[config.mk]
export PLATFORM = sky130hd
export DESIGN_NAME = ppg_sample_demux
export DESIGN_NICKNAME = d
export VERILOG_FILES = /design/src/rtl/ppg_sample_demux.sv
export SDC_FILE = /design/constraint.sdc
export NUM_CORES = 1
export LEC_CHECK = 0
export ABC_AREA = 1
export CAP_MARGIN = 15
export CORE_MARGIN = 2
export CORE_UTILIZATION = 58
export DETAILED_ROUTE_END_ITERATION = 16
export HOLD_SLACK_MARGIN = 0.06
export PLACE_DENSITY = 0.81
export SLEW_MARGIN = 30
export SYNTH_ARGS = -nofsm -noshare
export SYNTH_HDL_FRONTEND = slang
export SYNTH_SLANG_ARGS = --single-unit
[constraint.sdc]
create_clock -name CLK -period 3.75 [get_ports CLK]
set_input_delay 0.375 -clock CLK [delete_from_list [all_inputs] [get_ports CLK]]
set_output_delay 0.375 -clock CLK [all_outputs]
set_load 0.005 [all_outputs]
[src/rtl/ppg_sample_demux.sv]
`default_nettype none
// ============================================================================
// Module   : ppg_sample_demux
// Purpose  : Receive-side demux for the oximeter LED/ADC sequencing. Follows
//            the LED_RED / LED_IR drive phases and captures one settled ADC
//            sample per phase. It pairs each RED sample with the next IR
//            sample. Per-channel min/max is tracked over WIN_LEN pairs, and
//            AC (max-min) and DC ((max+min)/2) are reported when a window
//            closes.
// Revision : 1.0 - initial release
// ----------------------------------------------------------------------------
// Ports:
//   CLK          in   system clock
//   rst_n        in   asynchronous active-low reset
//   enable       in   capture enable; low idles the block and clears the window
//   ADC[7:0]     in   shared ADC stream, one sample per CLK
//   LED_RED      in   red LED drive
//   LED_IR       in   IR LED drive
//   red_sample   out  last captured RED sample
//   ir_sample    out  last captured IR sample
//   sample_valid out  1-cycle pulse, new RED/IR pair
//   red_ac/dc    out  RED window statistics
//   ir_ac/dc     out  IR window statistics
//   stats_valid  out  1-cycle pulse, new window statistics
//   phase_err    out  1-cycle pulse, both LEDs were seen high
// ============================================================================
module ppg_sample_demux #(
  parameter int SETTLE_CYC = 2,
  parameter int WIN_LEN    = 100
) (
  input  logic       CLK,
  input  logic       rst_n,
  input  logic       enable,
  input  logic [7:0] ADC,
  input  logic       LED_RED,
  input  logic       LED_IR,
  output logic [7:0] red_sample,
  output logic [7:0] ir_sample,
  output logic       sample_valid,
  output logic [7:0] red_ac,
  output logic [7:0] red_dc,
  output logic [7:0] ir_ac,
  output logic [7:0] ir_dc,
  output logic       stats_valid,
  output logic       phase_err
);

  typedef enum logic [1:0] {
    ST_IDLE   = 2'd0,
    ST_SETTLE = 2'd1,
    ST_HOLD   = 2'd2
  } state_t;

  // The encoding is {LED_IR, LED_RED}, so the decode is just a concatenation.
  typedef enum logic [1:0] {
    PH_DARK = 2'd0,
    PH_RED  = 2'd1,
    PH_IR   = 2'd2,
    PH_ERR  = 2'd3
  } phase_t;

  localparam logic [3:0] SETTLE_INIT = 4'(SETTLE_CYC);
  localparam logic [7:0] WIN_CNT     = 8'(WIN_LEN);

  phase_t     phase;
  state_t     state_q, state_d;
  phase_t     phase_q, phase_d;
  logic [3:0] settle_cnt_q, settle_cnt_d;
  logic [7:0] pair_cnt_q, pair_cnt_d;
  logic       red_pending_q, red_pending_d;
  logic [7:0] red_min_q, red_min_d, red_max_q, red_max_d;
  logic [7:0] ir_min_q, ir_min_d, ir_max_q, ir_max_d;
  logic [7:0] red_sample_q, red_sample_d, ir_sample_q, ir_sample_d;
  logic [7:0] red_ac_q, red_ac_d, red_dc_q, red_dc_d;
  logic [7:0] ir_ac_q, ir_ac_d, ir_dc_q, ir_dc_d;
  logic       sample_valid_q, sample_valid_d;
  logic       stats_valid_q, stats_valid_d;
  logic       phase_err_q, phase_err_d;

  logic       capture;
  logic       phase_change;
  logic [7:0] ir_min_new, ir_max_new;
  logic [7:0] pair_inc;

  assign phase = phase_t'({LED_IR, LED_RED});

  always_comb begin
    state_d        = state_q;
    phase_d        = phase;
    settle_cnt_d   = settle_cnt_q;
    pair_cnt_d     = pair_cnt_q;
    red_pending_d  = red_pending_q;
    red_min_d      = red_min_q;
    red_max_d      = red_max_q;
    ir_min_d       = ir_min_q;
    ir_max_d       = ir_max_q;
    red_sample_d   = red_sample_q;
    ir_sample_d    = ir_sample_q;
    red_ac_d       = red_ac_q;
    red_dc_d       = red_dc_q;
    ir_ac_d        = ir_ac_q;
    ir_dc_d        = ir_dc_q;
    sample_valid_d = 1'b0;
    stats_valid_d  = 1'b0;
    phase_err_d    = 1'b0;

    capture      = (state_q == ST_SETTLE) && (settle_cnt_q == 4'd0);
    // Coming out of IDLE, the current phase counts as freshly started.
    phase_change = (state_q == ST_IDLE) || (phase != phase_q);
    ir_min_new   = (ADC < ir_min_q) ? ADC : ir_min_q;
    ir_max_new   = (ADC > ir_max_q) ? ADC : ir_max_q;
    pair_inc     = pair_cnt_q + 8'd1;

    if (!enable) begin
      state_d       = ST_IDLE;
      pair_cnt_d    = 8'd0;
      red_pending_d = 1'b0;
      red_min_d     = 8'hFF;
      red_max_d     = 8'h00;
      ir_min_d      = 8'hFF;
      ir_max_d      = 8'h00;
    end else begin
      if (capture) begin
        state_d = ST_HOLD;
        // phase_q still names the phase being settled, even if the phase
        // changes on this very edge.
        if (phase_q == PH_RED) begin
          red_sample_d  = ADC;
          red_pending_d = 1'b1;
          red_min_d     = (ADC < red_min_q) ? ADC : red_min_q;
          red_max_d     = (ADC > red_max_q) ? ADC : red_max_q;
        end else if (phase_q == PH_IR) begin
          ir_sample_d = ADC;
          ir_min_d    = ir_min_new;
          ir_max_d    = ir_max_new;
          if (red_pending_q) begin
            sample_valid_d = 1'b1;
            red_pending_d  = 1'b0;
            if (pair_inc == WIN_CNT) begin
              // The pair's RED sample is already folded into red_min/max_q.
              red_ac_d      = red_max_q - red_min_q;
              red_dc_d      = 8'(({1'b0, red_max_q} + {1'b0, red_min_q}) >> 1);
              ir_ac_d       = ir_max_new - ir_min_new;
              ir_dc_d       = 8'(({1'b0, ir_max_new} + {1'b0, ir_min_new}) >> 1);
              stats_valid_d = 1'b1;
              pair_cnt_d    = 8'd0;
              red_min_d     = 8'hFF;
              red_max_d     = 8'h00;
              ir_min_d      = 8'hFF;
              ir_max_d      = 8'h00;
            end else begin
              pair_cnt_d = pair_inc;
            end
          end
        end
      end else if (state_q == ST_SETTLE) begin
        settle_cnt_d = settle_cnt_q - 4'd1;
      end

      // Evaluated after the capture so that a capture completes and the
      // new phase still starts its own settle on the same edge.
      if (phase_change) begin
        case (phase)
          PH_RED, PH_IR: begin
            settle_cnt_d = SETTLE_INIT;
            state_d      = ST_SETTLE;
          end
          PH_DARK: begin
            state_d = ST_HOLD;
          end
          PH_ERR: begin
            state_d       = ST_HOLD;
            phase_err_d   = 1'b1;
            red_pending_d = 1'b0;
          end
        endcase
      end
    end
  end

  always_ff @(posedge CLK or negedge rst_n) begin
    if (!rst_n) begin
      state_q        <= ST_IDLE;
      phase_q        <= PH_DARK;
      settle_cnt_q   <= 4'd0;
      pair_cnt_q     <= 8'd0;
      red_pending_q  <= 1'b0;
      red_min_q      <= 8'hFF;
      red_max_q      <= 8'h00;
      ir_min_q       <= 8'hFF;
      ir_max_q       <= 8'h00;
      red_sample_q   <= 8'd0;
      ir_sample_q    <= 8'd0;
      red_ac_q       <= 8'd0;
      red_dc_q       <= 8'd0;
      ir_ac_q        <= 8'd0;
      ir_dc_q        <= 8'd0;
      sample_valid_q <= 1'b0;
      stats_valid_q  <= 1'b0;
      phase_err_q    <= 1'b0;
    end else begin
      state_q        <= state_d;
      phase_q        <= phase_d;
      settle_cnt_q   <= settle_cnt_d;
      pair_cnt_q     <= pair_cnt_d;
      red_pending_q  <= red_pending_d;
      red_min_q      <= red_min_d;
      red_max_q      <= red_max_d;
      ir_min_q       <= ir_min_d;
      ir_max_q       <= ir_max_d;
      red_sample_q   <= red_sample_d;
      ir_sample_q    <= ir_sample_d;
      red_ac_q       <= red_ac_d;
      red_dc_q       <= red_dc_d;
      ir_ac_q        <= ir_ac_d;
      ir_dc_q        <= ir_dc_d;
      sample_valid_q <= sample_valid_d;
      stats_valid_q  <= stats_valid_d;
      phase_err_q    <= phase_err_d;
    end
  end

  assign red_sample   = red_sample_q;
  assign ir_sample    = ir_sample_q;
  assign sample_valid = sample_valid_q;
  assign red_ac       = red_ac_q;
  assign red_dc       = red_dc_q;
  assign ir_ac        = ir_ac_q;
  assign ir_dc        = ir_dc_q;
  assign stats_valid  = stats_valid_q;
  assign phase_err    = phase_err_q;

endmodule
`default_nettype wire
**Word-level counts from Yosys, hierarchy flattened**

Cells that the tools add are included.

- Equal/unequal tests: 18
- $lt $le $gt $ge: 4
- Mux-type cells: 62
- Reductions and logical operators: 14
- Bitwise operators: 1
- Add/subtract/negate cells: 6

Operators by type and width:

| cell | count |
|---|---|
| $mux W8 | 34 |
| $mux W1 | 20 |
| $add A8 B8 Y9 | 2 |
| $gt A8 B8 Y1 | 2 |
| $lt A8 B8 Y1 | 2 |
| $mux W4 | 4 |
| $sub A8 B8 Y8 | 2 |
| $ne A3 B1 Y1 const B | 4 |
| $reduce_and A5 Y1 | 2 |
| $add A8 B1 Y8 const B | 1 |
| $eq A8 B7 Y1 const B | 1 |
| $reduce_and A4 Y1 | 2 |
| $eq A2 B1 Y1 const B | 3 |
| $eq A2 B2 Y1 const B | 3 |
| $mux W2 | 3 |
| $ne A2 B1 Y1 const B | 3 |
| $ne A3 B2 Y1 const B | 2 |
| $reduce_and A3 Y1 | 2 |
| $reduce_and A6 Y1 | 1 |
| $logic_not A2 Y1 | 2 |
| $logic_not A4 Y1 | 1 |
| $pmux W2 S2 | 1 |
| $reduce_or A2 Y1 | 2 |
| $sub A4 B1 Y4 const B | 1 |
| other kinds (5) | 5 |

- Input bits: 13
- Flip-flop bits (word level): 100
- Logic and storage cells: 123
- Output and inout bits: 51

**Logic depth before layout (Yosys ltp)**

Gate-level depths: netlist of run 1.

- Word-level depth: 8
- Mapped depth: 21
- Gate-level depth less buffers: 21

**Least setup slack after synthesis of run 1**

No wires, ideal clock.

- Path kind: reg2reg
- Start: reg ir_min_q[7]
- End: reg ir_ac_q[6], in the netlist ir_ac[6]
- Setup time: 0.120 ns
- Period minus slack after synthesis: 2.926 ns
- Data arrival time: 2.806 ns
- Cell stages (with the launch flop): 18
- Required time: 3.630 ns
- Slack: 0.824 ns
- Buffers on the path: 1
- Cells stage by stage: dfstp_2 inv_1 ha_1 a21oi_1 o21a_1 clkbuf_1 nand2_1 nand2_1 nand2_1 ha_1 fa_1 inv_1 nand4_1 nand3_1 xor2_1 nand2_1 o21ai_0 inv_1

- Longest elaborated chain between the ends: 3

Ends and longest elaborated chain:

| what | RTL line | text |
|---|---|---|
| start, declared | 72 | `logic [7:0] ir_min_q, ir_min_d, ir_max_q, ir_max_d;` |
| start signal, assigned | 209 | `ir_min_q <= ir_min_d;` |
| $lt A8 B8 Y1 | 110 | `ir_min_new = (ADC < ir_min_q) ? ADC : ir_min_q;` |
| $mux W8 | 110 |  |
| $sub A8 B8 Y8 | 143 | `ir_ac_d = ir_max_new - ir_min_new;` |
| end signal, assigned | 215 | `ir_ac_q <= ir_ac_d;` |
| end, declared | 75 | `logic [7:0] ir_ac_q, ir_ac_d, ir_dc_q, ir_dc_d;` |

No other way between the ends.
A chain may end at the register's enable or synchronous reset.

**Worst setup path after layout of run 1**

Same ends and word-level chain as after synthesis.

==> metrics.md, run 1 <==
| Metric | Value |
|---|---|
| Status | complete, no violations |
| GR Util met2 | 0.399 |
| GRT Max-Usage Layer | met2 |
| Reg-to-reg endpoint | ir_ac[6] |
| Largest net degree at the start of global routing | 67 |
| Synth area leaders | dfrtp_1 32%, nand2_1 14%, ha_1 12% |
| Worst-skew pair later-pin latency | 0.36 ns |
| Wirelength per Cell | 13.4 um |
| Internal | 1.98 mW |
| Maxcap violations | 0 |
| Setup TNS | 0 ns |
| WP data arrival | 3.49 ns |
| Number of setup buffers added after CTS | 0 |
| Sw power | 0.914 mW |
| Synthesized area | 6660 sq um |
| Core area | 11300 sq um |
| Final hold violation count | 0 |
| PostCTS Resize Cnt | 0 |
| Drt via density | 5.20 |
| Num CTS Buffers | 9 |
| Comb pwr share | 0.248 |
| Total routed wirelength | 14200 um |
| CP Data Required Time | 3.99 ns |
| Peak VDD IR | 0.281 mV |
| Synthesized area per cell | 7.97 sq um |
| DIE WIDTH | 111 um |
| Least-Margin Pin Slew | 0.843 ns |
| Post-DP HPWL | 10700 um |
| I/O pin cnt | 64 |
| Clock skew | 0.00988 ns |
| Setup Crit Path Kind | reg2reg |
| Port buffer count | 63 |
| Area delta synth->final | 16.6% |
| Die height | 111 um |
| Pwr Total | 2.89 mW |
| Initial Utilization | 0.588 |
| Most numerous cell in the Yosys netlist | nand2_1 |
| Post-CTS Hold Fix Bufs | 0 |
| Post-synthesis async set-or-reset flop share | 1.00 |
| Layout cell share with drive strength beyond 1 | 0.114 |
| Crit path max fanout | 9 |
| Slew Limit Fails | 0 |
| Placed cell area | 7460 sq um |
| Die ar. | 12400 sq um |
| CTS tree | done |
| Iter 0 DRT Violations | 311 |
| Net Count, Synth | 917 |
| FP Rows | 39 |
| Yosys top cell by area | dfrtp_1 |
| Max Root-Sink Buffers | 2 |
| Leakage Power | 4.07 nW |
| Placer congestion estimate | 0.904 |
| Commonest cells post-synth | 252 x nand2_1, 104 x inv_1, 84 x dfrtp_1 |
| Total GRT Usage | 0.242 |
| Root cell of the clock tree | clkbuf_16 |
| Final ANT Viol Nets | 0 |
| First-pass GRT wire length | 24300 um |
| Placement Setup Slack | 0.218 ns |
| H-tree levels | 3 |
| Clk network pwr share | 0.332 |
| Design area | 7770 sq um |
| Fillers | 963 |
| Util after Layout | 0.686 |
| Max frequency | 0.308 GHz |
| Reg2reg path depth | 16 |
| Worst Hold Class | in2async |
| Vias in the first global route | 5158 |
| Routed via count | 5486 |
| Pre-antenna DRT Iters | 5 |
| Clock sinks | 100 |
| ANT cells | 0 |
| CP startpoint kind | flop |
| Share of the synthesized area in the top cell type | 0.316 |
| Flop pwr share | 0.420 |
| DRC | 0 |
| Met3 usage | 0.0328 |
| Power per Cell Area | 373 nW/um^2 |
| Post-Synthesis Cells | 836 |
| Launch point of the worst reg-to-reg path | ir_min_q[7] |
| M1 GR Usage | 0.324 |
| YS warnings | 0 |
| Final min period | 3.24 ns |
| Register bit total from synthesis | 100 |
| Register area share after synthesis | 0.379 |
| RSZ-0062 raised after global routing | no |
| Sw Share | 0.316 |
| Relative slew slack | 0.438 |
| Final setup viols | 0 |
| Critical path capture point type | flop |
| Top_reg_cell synth | dfrtp_1 |
| GR Overflow Total | 0 |
| Reg2reg setup slack | 0.51 ns |
| PnR worst setup slack | 0.506 ns |
| Final period utilization | 0.865 |
| Nets | 988 |
| Synth cell types | 43 |
| Clock transition at path regs | 0.07 ns |
| Initial antenna violation count | 0 |
| Post-synth EDFFs | 0 |
[cells by family after synthesis]
logic type,synth area share
AND/OR/NAND/NOR,0.263
buffers and inverters,0.0821
AO/OA/AOI/OAI,0.107
flip-flops,0.379
adder cells (fa/ha/maj),0.132
XOR/XNOR,0.0368
[flip-flops by register name (all words and copies together) (netlist names), 4 cells and up]
signal        cells
red_max_q         8
ir_min_q          8
red_ac            8
ir_max_q          8
ir_sample         8
settle_cnt_q      4
red_sample        8
pair_cnt_q        8
ir_ac             8
ir_dc             8
red_min_q         8
red_dc            8
[worst max-delay path: stages, from the launching register on]
cell	delay, ns
dfstp_2	0.54
inv_1	0.05
ha_1	0.28
a21oi_1	0.15
o21a_1	0.33
nand2_1	0.26
nand2_1	0.11
nand2_1	0.11
ha_1	0.24
fa_1	0.40
inv_1	0.08
nand4_1	0.10
nand3_1	0.11
xor2_1	0.16
nand2_1	0.06
o21ai_0	0.08
inv_1	0.05
[power by group through the flow]
| stage | registers, mW | clock network, mW | logic (mW) |
|---|---|---|---|
| 6_report | 1.22 | 0.960 | 0.719 |
| 5_1_grt | 1.23 | 1.03 | 0.815 |
| 4_1_cts | 1.22 | 0.985 | 0.722 |
| 3_5_place_dp | 1.23 | 0 | 0.715 |
| 3_3_place_gp | 1.23 | 0 | 0.700 |
| 2_1_floorplan | 1.23 | 0 | 0.483 |
[metrics by stage]
stage / instances / hold WS (ns)
2_1_floorplan: 836 / 0.0794
3_3_place_gp: 1039 / 0.461
3_5_place_dp: 1039 / 0.466
4_1_cts: 1055 / 0.161
5_1_grt: 1055 / 0.210
6_report: 1055 / 0.133
[worst max-delay path by stage]
stage                      startpoint  slack [ns]  cells after the start       end
final                     ir_min_q[7]        0.51                     16  ir_ac[6]
after global routing      ir_min_q[7]        0.23                     16  ir_ac[6]
after CTS                 ir_min_q[7]        0.50                     17  ir_ac[7]
after detailed placement       ADC[6]        0.22                     17  ir_ac[7]
after global placement         ADC[5]        0.31                     16  ir_ac[6]
after floorplan           ir_min_q[7]        0.82                     17  ir_ac[6]
[cell type report]
class / instances / area (sq um) / area share
well taps: 143 / 179 / 0.0230
flip-flops and latches: 100 / 2520 / 0.325
inverters: 112 / 423 / 0.0545
clock buffers: 9 / 225 / 0.0290
multi-input cells: 605 / 3590 / 0.462
repair buffers: 79 / 748 / 0.0963
clock inverters: 7 / 78.8 / 0.0101
[metal layers]
layer / vias up / part of all wire
li1: 2833 / -
met1: 2511 / 0.48
met2: 117 / 0.46
met3: 25 / 0.037
met4: 0 / 0.023
met5: - / 0
[placed cells by master, fill, tap and decap left out, types with 5 or more instances in the layout]
| cell type | count |
|---|---|
| dfstp_2 | 16 |
| a21oi_1 | 31 |
| clkdlybuf4s50_1 | 62 |
| o21ai_0 | 22 |
| inv_2 | 7 |
| nand3_1 | 46 |
| buf_4 | 17 |
| o21ai_2 | 23 |
| nor2_1 | 52 |
| xor2_1 | 24 |
| ha_1 | 64 |
| nor3_1 | 5 |
| nand2_2 | 7 |
| nand4_1 | 20 |
| inv_1 | 104 |
| clkbuf_16 | 9 |
| o21a_1 | 11 |
| dfrtp_1 | 84 |
| nand2_1 | 252 |
| a21o_1 | 5 |
No activity file was read; power rests on OpenSTA's default activity.
==> inputs of run 2 (changes only) <==
- CTS_CLUSTER_SIZE: unset -> 25
==> results of run 2 <==
Same layout as run 1: the final DEF is identical, and so are final timing and power.
